$ cat src/rtl/vga_timing_pkg.sv
// ============================================================================
// vga_timing_pkg : default 640x480@60 timing constants and coordinate type.
// Rev 1.0
// ============================================================================
`default_nettype none

package vga_timing_pkg;

  localparam int COORD_W      = 11;

  localparam int H_ACTIVE_DEF = 640;
  localparam int H_FP_DEF     = 16;
  localparam int H_SYNC_DEF   = 96;
  localparam int H_BP_DEF     = 48;
  localparam int H_TOTAL_DEF  = H_ACTIVE_DEF + H_FP_DEF + H_SYNC_DEF + H_BP_DEF;

  localparam int V_ACTIVE_DEF = 480;
  localparam int V_FP_DEF     = 10;
  localparam int V_SYNC_DEF   = 2;
  localparam int V_BP_DEF     = 33;
  localparam int V_TOTAL_DEF  = V_ACTIVE_DEF + V_FP_DEF + V_SYNC_DEF + V_BP_DEF;

  typedef logic [COORD_W-1:0] coord_t;

endpackage

`default_nettype wire

$ cat src/rtl/vga_axis_counter.sv
// ============================================================================
// vga_axis_counter : one timing axis; wrapping counter with registered
// active-area and sync-window flags aligned to the count.
// Rev 1.0
// ============================================================================
`default_nettype none

module vga_axis_counter
  import vga_timing_pkg::*;
#(
  parameter int TOTAL      = H_TOTAL_DEF,
  parameter int ACTIVE     = H_ACTIVE_DEF,
  parameter int SYNC_START = H_ACTIVE_DEF + H_FP_DEF,
  parameter int SYNC_LEN   = H_SYNC_DEF
) (
  input  logic               clk,
  input  logic               rst,
  input  logic               step,
  output logic [COORD_W-1:0] count,
  output logic               active,
  output logic               in_sync,
  output logic               wrap
);

  localparam coord_t LAST     = coord_t'(TOTAL - 1);
  localparam coord_t ACT_END  = coord_t'(ACTIVE);
  localparam coord_t SYNC_BEG = coord_t'(SYNC_START);
  localparam coord_t SYNC_END = coord_t'(SYNC_START + SYNC_LEN);

  coord_t next_count;

  assign wrap = (count == LAST);

  always_comb begin
    next_count = wrap ? '0 : count + coord_t'(1);
  end

  // Flags are computed from the next count so they land on the same edge.
  always_ff @(posedge clk) begin
    if (rst) begin
      count   <= LAST;
      active  <= 1'b0;
      in_sync <= 1'b0;
    end else if (step) begin
      count   <= next_count;
      active  <= (next_count < ACT_END);
      in_sync <= (next_count >= SYNC_BEG) && (next_count < SYNC_END);
    end
  end

endmodule

`default_nettype wire

$ cat src/rtl/vga_sync_gen.sv
// ============================================================================
// vga_sync_gen : VGA raster timing generator (x/y, enable, hsync/vsync,
// frame_start). Macro VGA_PIX_DIV4_EN selects an internal clk/4 pixel enable.
// Rev 1.0
// ============================================================================
`default_nettype none

module vga_sync_gen
  import vga_timing_pkg::*;
#(
  parameter int H_ACTIVE = H_ACTIVE_DEF,
  parameter int H_FP     = H_FP_DEF,
  parameter int H_SYNC   = H_SYNC_DEF,
  parameter int H_BP     = H_BP_DEF,
  parameter int V_ACTIVE = V_ACTIVE_DEF,
  parameter int V_FP     = V_FP_DEF,
  parameter int V_SYNC   = V_SYNC_DEF,
  parameter int V_BP     = V_BP_DEF,
  parameter bit SYNC_POL = 1'b0
) (
  input  logic               clk,
  input  logic               rst,
  input  logic               pix_ce,
  output logic [COORD_W-1:0] x,
  output logic [COORD_W-1:0] y,
  output logic               enable,
  output logic               hsync,
  output logic               vsync,
  output logic               frame_start
);

  localparam int H_TOTAL = H_ACTIVE + H_FP + H_SYNC + H_BP;
  localparam int V_TOTAL = V_ACTIVE + V_FP + V_SYNC + V_BP;

  logic step;
  logic h_active, h_in_sync, h_wrap;
  logic v_active, v_in_sync, v_wrap;

`ifdef VGA_PIX_DIV4_EN
  logic [1:0] prescale;
  logic       unused_pix_ce;

  assign unused_pix_ce = pix_ce;
  assign step          = (prescale == 2'd3);

  always_ff @(posedge clk) begin
    if (rst) begin
      prescale <= 2'd0;
    end else begin
      prescale <= prescale + 2'd1;
    end
  end
`else
  assign step = pix_ce;
`endif

  vga_axis_counter #(
    .TOTAL      (H_TOTAL),
    .ACTIVE     (H_ACTIVE),
    .SYNC_START (H_ACTIVE + H_FP),
    .SYNC_LEN   (H_SYNC)
  ) u_h_axis (
    .clk     (clk),
    .rst     (rst),
    .step    (step),
    .count   (x),
    .active  (h_active),
    .in_sync (h_in_sync),
    .wrap    (h_wrap)
  );

  vga_axis_counter #(
    .TOTAL      (V_TOTAL),
    .ACTIVE     (V_ACTIVE),
    .SYNC_START (V_ACTIVE + V_FP),
    .SYNC_LEN   (V_SYNC)
  ) u_v_axis (
    .clk     (clk),
    .rst     (rst),
    .step    (step & h_wrap),
    .count   (y),
    .active  (v_active),
    .in_sync (v_in_sync),
    .wrap    (v_wrap)
  );

  assign enable = h_active & v_active;
  assign hsync  = h_in_sync ? SYNC_POL : ~SYNC_POL;
  assign vsync  = v_in_sync ? SYNC_POL : ~SYNC_POL;

  // Set on the edge that loads (0,0); cleared on any other edge.
  always_ff @(posedge clk) begin
    if (rst) begin
      frame_start <= 1'b0;
    end else begin
      frame_start <= step & h_wrap & v_wrap;
    end
  end

endmodule

`default_nettype wire

$ cat config.mk
export PLATFORM = sky130hd
export DESIGN_NAME = vga_sync_gen
export DESIGN_NICKNAME = d
export VERILOG_FILES = /design/src/rtl/vga_timing_pkg.sv /design/src/rtl/vga_axis_counter.sv /design/src/rtl/vga_sync_gen.sv
export SDC_FILE = /design/constraint.sdc
export NUM_CORES = 1
export LEC_CHECK = 0
export BUFFER_PORTS_ARGS = -buffer_cell sky130_fd_sc_hd__buf_2
export CORE_ASPECT_RATIO = 0.9
export CORE_MARGIN = 2
export CORE_UTILIZATION = 55
export CTS_CLUSTER_SIZE = 25
export DETAILED_ROUTE_END_ITERATION = 8
export GPL_TIMING_DRIVEN = 0
export HOLD_SLACK_MARGIN = 0.03
export PLACE_DENSITY = 0.78
export SLEW_MARGIN = 20
export SYNTH_ARGS = -nofsm -noshare
export SYNTH_HDL_FRONTEND = slang
export SYNTH_SLANG_ARGS = --single-unit
$ cat constraint.sdc
create_clock -name clk -period 2.5 [get_ports clk]
set_input_delay 0.5 -clock clk [delete_from_list [all_inputs] [get_ports clk]]
set_output_delay 0.5 -clock clk [all_outputs]
set_load 0.1 [all_outputs]
==> impl_metrics.ini, run 1 <==
[run_status]
outcome = finished, final reports clean

[cts]
number_of_buffers_inserted_during_clock_tree_synthesis = 3
clock_latency_ps = 330
worst_setup_hold_path_clk_slew_ps = 150
cts-htree-levels = 1
cts_tree = done
clk_root_buffer_cell = sky130_fd_sc_hd__clkbuf_4
clock-sinks = 27
cts_max_path_buffers = 2
post_cts_resized = 0
cts_hold_repair.buffers = 0
post-cts-setup-buffer-count = 0

[global_route]
globalRouteOverflowTotal = 0
grt_antenna_before_repair = 0
track_usage_pct = 21.56
pin_count_of_the_biggest_net_entering_global_routing = 16
via_count_of_the_first_global_routing_pass = 1324
grt_first_pass_wirelength_mm = 6.141

[setup_path]
worstSetupStartpointType = flip-flop
worst-endpoint-arrival_ps = 2310
path_max_fanout = 7
timing.critical_path.required_ps = 2760
critPathKind = reg2reg
endpoint_kind = flip-flop

[sta]
final.hold.worst_slack_ps = 489.3
post-route-min-period_ps = 2055
finalSetupViolations = 0
worst_pin_slew_ps = 517.8
timing_max_transition_violations_final = 0
worst_slew_margin_rel_pct = 65.48
max_freq_mhz = 486.5
fin_worst_skew_ps = 4.928
rsz_0062_raised_after_global_routing = no
final-hold-violation-count = 0
setup_slack_ps = 444.5
period_share_pct = 82.22

[floorplan]
die_width_um = 62.22
fp.dieArea_mm2 = 0.003509
initial_utilization_pct = 56.46
core_region_area_mm2 = 0.002972
rows = 19
die_height_um = 56.40
floorplan.io_pins = 29

[synth]
synth_simple_gate_area_share_pct = 32.29
synth_adder_area_share_pct = 2.237
postSynth.asyncResetShare_pct = 0
synth_compound_gate_area_share_pct = 21.33
synthXorXnorAreaFrac_pct = 4.698
synthesis.nets = 215
syn-cell-area_mm2 = 0.001678
yosys.area.top_type = sky130_fd_sc_hd__dfxtp_1
synth_area_per_cell_um2 = 8.028
ys_seq_area_share_pct = 32.21
yosys-mux-area-fraction_pct = 0.5966
yosys.cell_count.top_type = sky130_fd_sc_hd__dfxtp_1
synth_flop_cell = sky130_fd_sc_hd__dfxtp_1
yosys.cell_types.count = 49
number_of_storage_elements_in_the_synthesis_netlist = 27
synth_largest_type_area_fraction_pct = 32.21
post_synth_main_area_contributors = sky130_fd_sc_hd__dfxtp_1 (32%), sky130_fd_sc_hd__a21oi_1 (4.5%), sky130_fd_sc_hd__nand2_1 (4.5%)
synth_enable_flop_cells = 0
synth_top_family_by_area = simple AND/OR/NAND/NOR gates
postSynthCellCount = 209
netlist_top_cells_count = sky130_fd_sc_hd__dfxtp_1 (27), sky130_fd_sc_hd__nand2_1 (20), sky130_fd_sc_hd__a21oi_1 (15)
synthesis.yosys.warnings = 0

[power]
leakage_nw = 0.7502
internal_power_uw = 654.4
vdd_ir_drop_max_mv = 0.4984
cellPowerDensity_mw_per_mm2 = 611.8
p_clk_share_pct = 16.7
p_comb_share_pct = 41.3
share_seq_of_total_power_pct = 42.1
switching_share_of_total_power_pct = 43.65
net-switching-power_uw = 506.9

[placed_design]
hpwl_mm = 2.690
finalWeightedCongestion = 0.8571
buffer_ports.inserted = 27
dpl-instance-area_mm2 = 0.001871
pre_cts_ws_ps = 488.7
dp_cells = 278

[routing]
finalWirelength_mm = 3.657
drt_drc_violations_left = 0
antenna_left = 0
num_vias = 1587
drt_iter0_drc = 59
route.detailed.vias_per_inst = 5.628
route.detailed.wl_per_inst_um = 12.97
drt_first_pass_iters = 4

[run]
max_cap_viol_count = 0

[finish]
finish.cell_count_without_fillers = 282
number_of_nets_in_the_finished_design = 247
layout.cell_area.non_filler_mm2 = 0.001898
synthToLayoutAreaGrowth_pct = 13.12
antenna_cells = 0
drive_above_1_share_pct = 21.67

[worst_hold_path]
min_path_type = reg2reg
cell usage in the layout, fill, tap and decap left out, types with 5 or more instances in the layout:
cell type	count
sky130_fd_sc_hd__a211o_1	5
sky130_fd_sc_hd__nand4_1	8
sky130_fd_sc_hd__a21o_1	5
sky130_fd_sc_hd__o21ai_0	10
sky130_fd_sc_hd__and3_1	6
sky130_fd_sc_hd__nor3_1	8
sky130_fd_sc_hd__xnor2_1	8
sky130_fd_sc_hd__clkbuf_1	8
sky130_fd_sc_hd__a21oi_1	15
sky130_fd_sc_hd__nand2_1	20
sky130_fd_sc_hd__inv_1	8
sky130_fd_sc_hd__or3_1	6
sky130_fd_sc_hd__nor2_1	13
sky130_fd_sc_hd__buf_2	31
sky130_fd_sc_hd__dfxtp_1	23
sky130_fd_sc_hd__nand3_1	11
routing by layer:
layer  global-route usage [%]  part of all wire, %  wire, um
met1                    32.62                   50      1843
met4                    4.127                 0.33        12
met5                        0                    0         0
met2                    32.30                   44      1597
met3                    3.808                  5.6       204
cells by family (layout without fill, tap and decap cells):
kind of cell	count (synthesis)	count (layout)
muxes	1	1
and+or+nand+nor	92	92
buffers and inverters	24	55
DFF	27	27
adders and majority gates	3	3
xor gates and xnor gates	9	9
AOI/OAI and AO/OA	53	53
flip-flops by register name (all words and copies together) (netlist names):
name,count
u_v_axis.in_sync,1
u_v_axis.count,11
u_h_axis.count,11
u_h_axis.active,1
u_v_axis.active,1
u_h_axis.in_sync,1
frame_start,1
through the flow:
step / setup TNS [ps] / utilization, % / total power [mW]
3_3_place_gp: 0 / 62.95 / 0.9719
5_1_grt: 0 / 63.87 / 1.222
6_report: 0 / 63.87 / 1.161
2_1_floorplan: -7.456 / - / 0.8962
4_1_cts: 0 / 63.87 / 1.172
3_5_place_dp: 0 / 62.95 / 0.9759
critical path: stages, from the launching register on:
cell                      delay (ps)
sky130_fd_sc_hd__dfxtp_2         420
sky130_fd_sc_hd__ha_1            250
sky130_fd_sc_hd__and3_1          230
sky130_fd_sc_hd__nand3_1         160
sky130_fd_sc_hd__or2_2           330
sky130_fd_sc_hd__a221o_1         340
sky130_fd_sc_hd__o41ai_2         260
final cells by class:
type	count	area, um2
well taps	42	52.55
clock inverters	1	5.005
plain buffers	16	81.33
inverters	8	30.03
multi-input cells	158	1026
repair buffers	27	135.1
fillers	275	1074
clock buffers	3	22.52
flip-flops and latches	27	545.5
final timing paths:
kind / end / start / slack [ps] / depth (start not counted)
hold reg to reg: u_h_axis.in_sync / u_h_axis.in_sync / 490 / 1
setup / recovery: u_v_axis.active / u_v_axis.count[1] / 440 / 6
hold / removal: u_h_axis.in_sync / u_h_axis.in_sync / 490 / 1
setup reg to reg: u_v_axis.active / u_v_axis.count[1] / 440 / 6
power groups by stage:
stage / Combinational [mW] / Sequential, mW / Clock, mW
after global placement: 0.475 / 0.497 / 0
after detailed placement: 0.478 / 0.498 / 0
after global routing: 0.517 / 0.493 / 0.212
after CTS: 0.479 / 0.488 / 0.205
after floorplan: 0.235 / 0.662 / 0
final: 0.479 / 0.489 / 0.194
Power figures use the tool's default switching activity.
==> run 2, diff against run 1 <==
==> constraint.sdc (replaced) <==
create_clock -name clk -period 2.1 [get_ports clk]
set_input_delay 0.42 -clock clk [delete_from_list [all_inputs] [get_ports clk]]
set_output_delay 0.42 -clock clk [all_outputs]
set_load 0.1 [all_outputs]
==> impl_metrics.ini, run 2 (same netlist as run 1, synthesis figures left out) <==
[cts]
number_of_buffers_inserted_during_clock_tree_synthesis = 3
worst_setup_hold_path_clk_slew_ps = 150
cts_hold_repair.buffers = 0
clock-sinks = 27
post_cts_resized = 0
cts-htree-levels = 1
post-cts-setup-buffer-count = 0
clock_latency_ps = 330
cts_max_path_buffers = 2
cts_tree = done
clk_root_buffer_cell = sky130_fd_sc_hd__clkbuf_4

[setup_path]
timing.critical_path.from = u_v_axis.count[0]
worstSetupStartpointType = flip-flop
crit-reg2reg-capture = u_v_axis.active
r2r_slack_ps = 110
endpoint_kind = flip-flop
worstRegToRegCells = 7
path_max_fanout = 9
timing.critical_path.required_ps = 2350
critPathKind = reg2reg
worst_r2r_startpoint = u_v_axis.count[0]
worst-endpoint-arrival_ps = 2240
worstSetupEndpoint = u_v_axis.active

[global_route]
grt_first_pass_wirelength_mm = 6.389
pin_count_of_the_biggest_net_entering_global_routing = 15
grt_antenna_before_repair = 0
globalRouteOverflowTotal = 0
via_count_of_the_first_global_routing_pass = 1398
track_usage_pct = 22.08

[finish]
layout.cell_area.non_filler_mm2 = 0.001977
final_common_cell = sky130_fd_sc_hd__buf_2
synthToLayoutAreaGrowth_pct = 17.82
finish.utilization_pct = 66.53
commonest_cells_after_routing_fill_and_taps_aside = sky130_fd_sc_hd__buf_2 (31), sky130_fd_sc_hd__nand2_1 (20), sky130_fd_sc_hd__a21oi_1 (15), sky130_fd_sc_hd__nor2_1 (13), sky130_fd_sc_hd__dfxtp_2 (13)
antenna_cells = 0
number_of_nets_in_the_finished_design = 246
layout_top_registers = u_h_axis.count x11, u_v_axis.count x11
drive_above_1_share_pct = 30.96

[power]
vdd_ir_drop_max_mv = 0.3604
leakage_nw = 0.7498
total_power_mw = 1.393
cellPowerDensity_mw_per_mm2 = 704.4

[floorplan]
core_region_area_mm2 = 0.002972
floorplan.io_pins = 29
fp.dieArea_mm2 = 0.003509
die_height_um = 56.40
die_width_um = 62.22
initial_utilization_pct = 56.46
rows = 19

[placed_design]
finalWeightedCongestion = 0.8676
buffer_ports.inserted = 27
hpwl_mm = 2.711
dpl-instance-area_mm2 = 0.001912

[sta]
finalSetupViolations = 0
rsz_0062_raised_after_global_routing = no
max_freq_mhz = 502.6
worst_slew_margin_rel_pct = 65.82
fin_worst_skew_ps = 5.551
period_share_pct = 94.75
final-hold-violation-count = 0
post-route-min-period_ps = 1990
timing_max_transition_violations_final = 0
fin_tns_setup_ps = 0
worst_pin_slew_ps = 512.7

[routing]
route.detailed.vias_per_inst = 5.758
finalWirelength_mm = 3.747
drt_iter0_drc = 102
drt_drc_violations_left = 0
route.detailed.wl_per_inst_um = 13.33
num_vias = 1618
antenna_left = 0
drt_first_pass_iters = 5

[run]
max_cap_viol_count = 0

[worst_hold_path]
min_path_type = in2reg

[run_status]
outcome = finished, final reports clean
[run 2: worst min path at each step]
stage / startpoint / to / slack, ps / cells past startpoint
6_report: rst / u_h_axis.active / 440 / 3
5_1_grt: rst / u_h_axis.active / 420 / 3
4_1_cts: rst / u_h_axis.active / 430 / 3
3_5_place_dp: u_h_axis.in_sync / u_h_axis.in_sync / 460 / 1
3_3_place_gp: u_h_axis.in_sync / u_h_axis.in_sync / 460 / 1
2_1_floorplan: u_h_axis.active / u_h_axis.active / 440 / 1
[run 2: layer usage]
layer	wire [um]	vias up	global-route usage (%)	share of wire (%)
met5	0	-	0	0
met4	27	0	6.032	0.72
met3	129	4	3.006	3.4
met2	1583	33	31.52	42
met1	2007	753	34.60	54
li1	-	828	-	-
[run 2: report_power, final]
part | switching (mW) | internal [mW] | total [mW]
registers | 0.0428 | 0.547 | 0.590
clock network | 0.154 | 0.0745 | 0.229
logic | 0.406 | 0.168 | 0.574
total | 0.603 | 0.789 | 1.39
[run 2: area by class of cell]
type,count,area [um2]
Multi-Input combinational cell,158,1062
Buffer,15,83.83
Inverter,8,30.03
Timing Repair Buffer,27,135.1
Tap cell,42,52.55
Fill cell,267,994.7
Clock buffer,4,26.28
Sequential cell,27,586.8
[run 2: per-stage QoR]
stage,worst slack (ps),std cells,hold WS [ps]
finish,110.2,281,444.4
global route,2.697,281,417.5
CTS,21.86,282,426.7
detailed placement,64.36,278,464.8
global placement,63.26,278,463.8
floorplan,10.44,209,441.1
[run 2: critical path, stage by stage, from the launching register on]
cell	delay [ps]
sky130_fd_sc_hd__dfxtp_4	390
sky130_fd_sc_hd__inv_1	80
sky130_fd_sc_hd__ha_1	150
sky130_fd_sc_hd__and4bb_2	260
sky130_fd_sc_hd__nand4_4	170
sky130_fd_sc_hd__o2bb2ai_1	170
sky130_fd_sc_hd__a221o_1	390
sky130_fd_sc_hd__o41ai_2	290
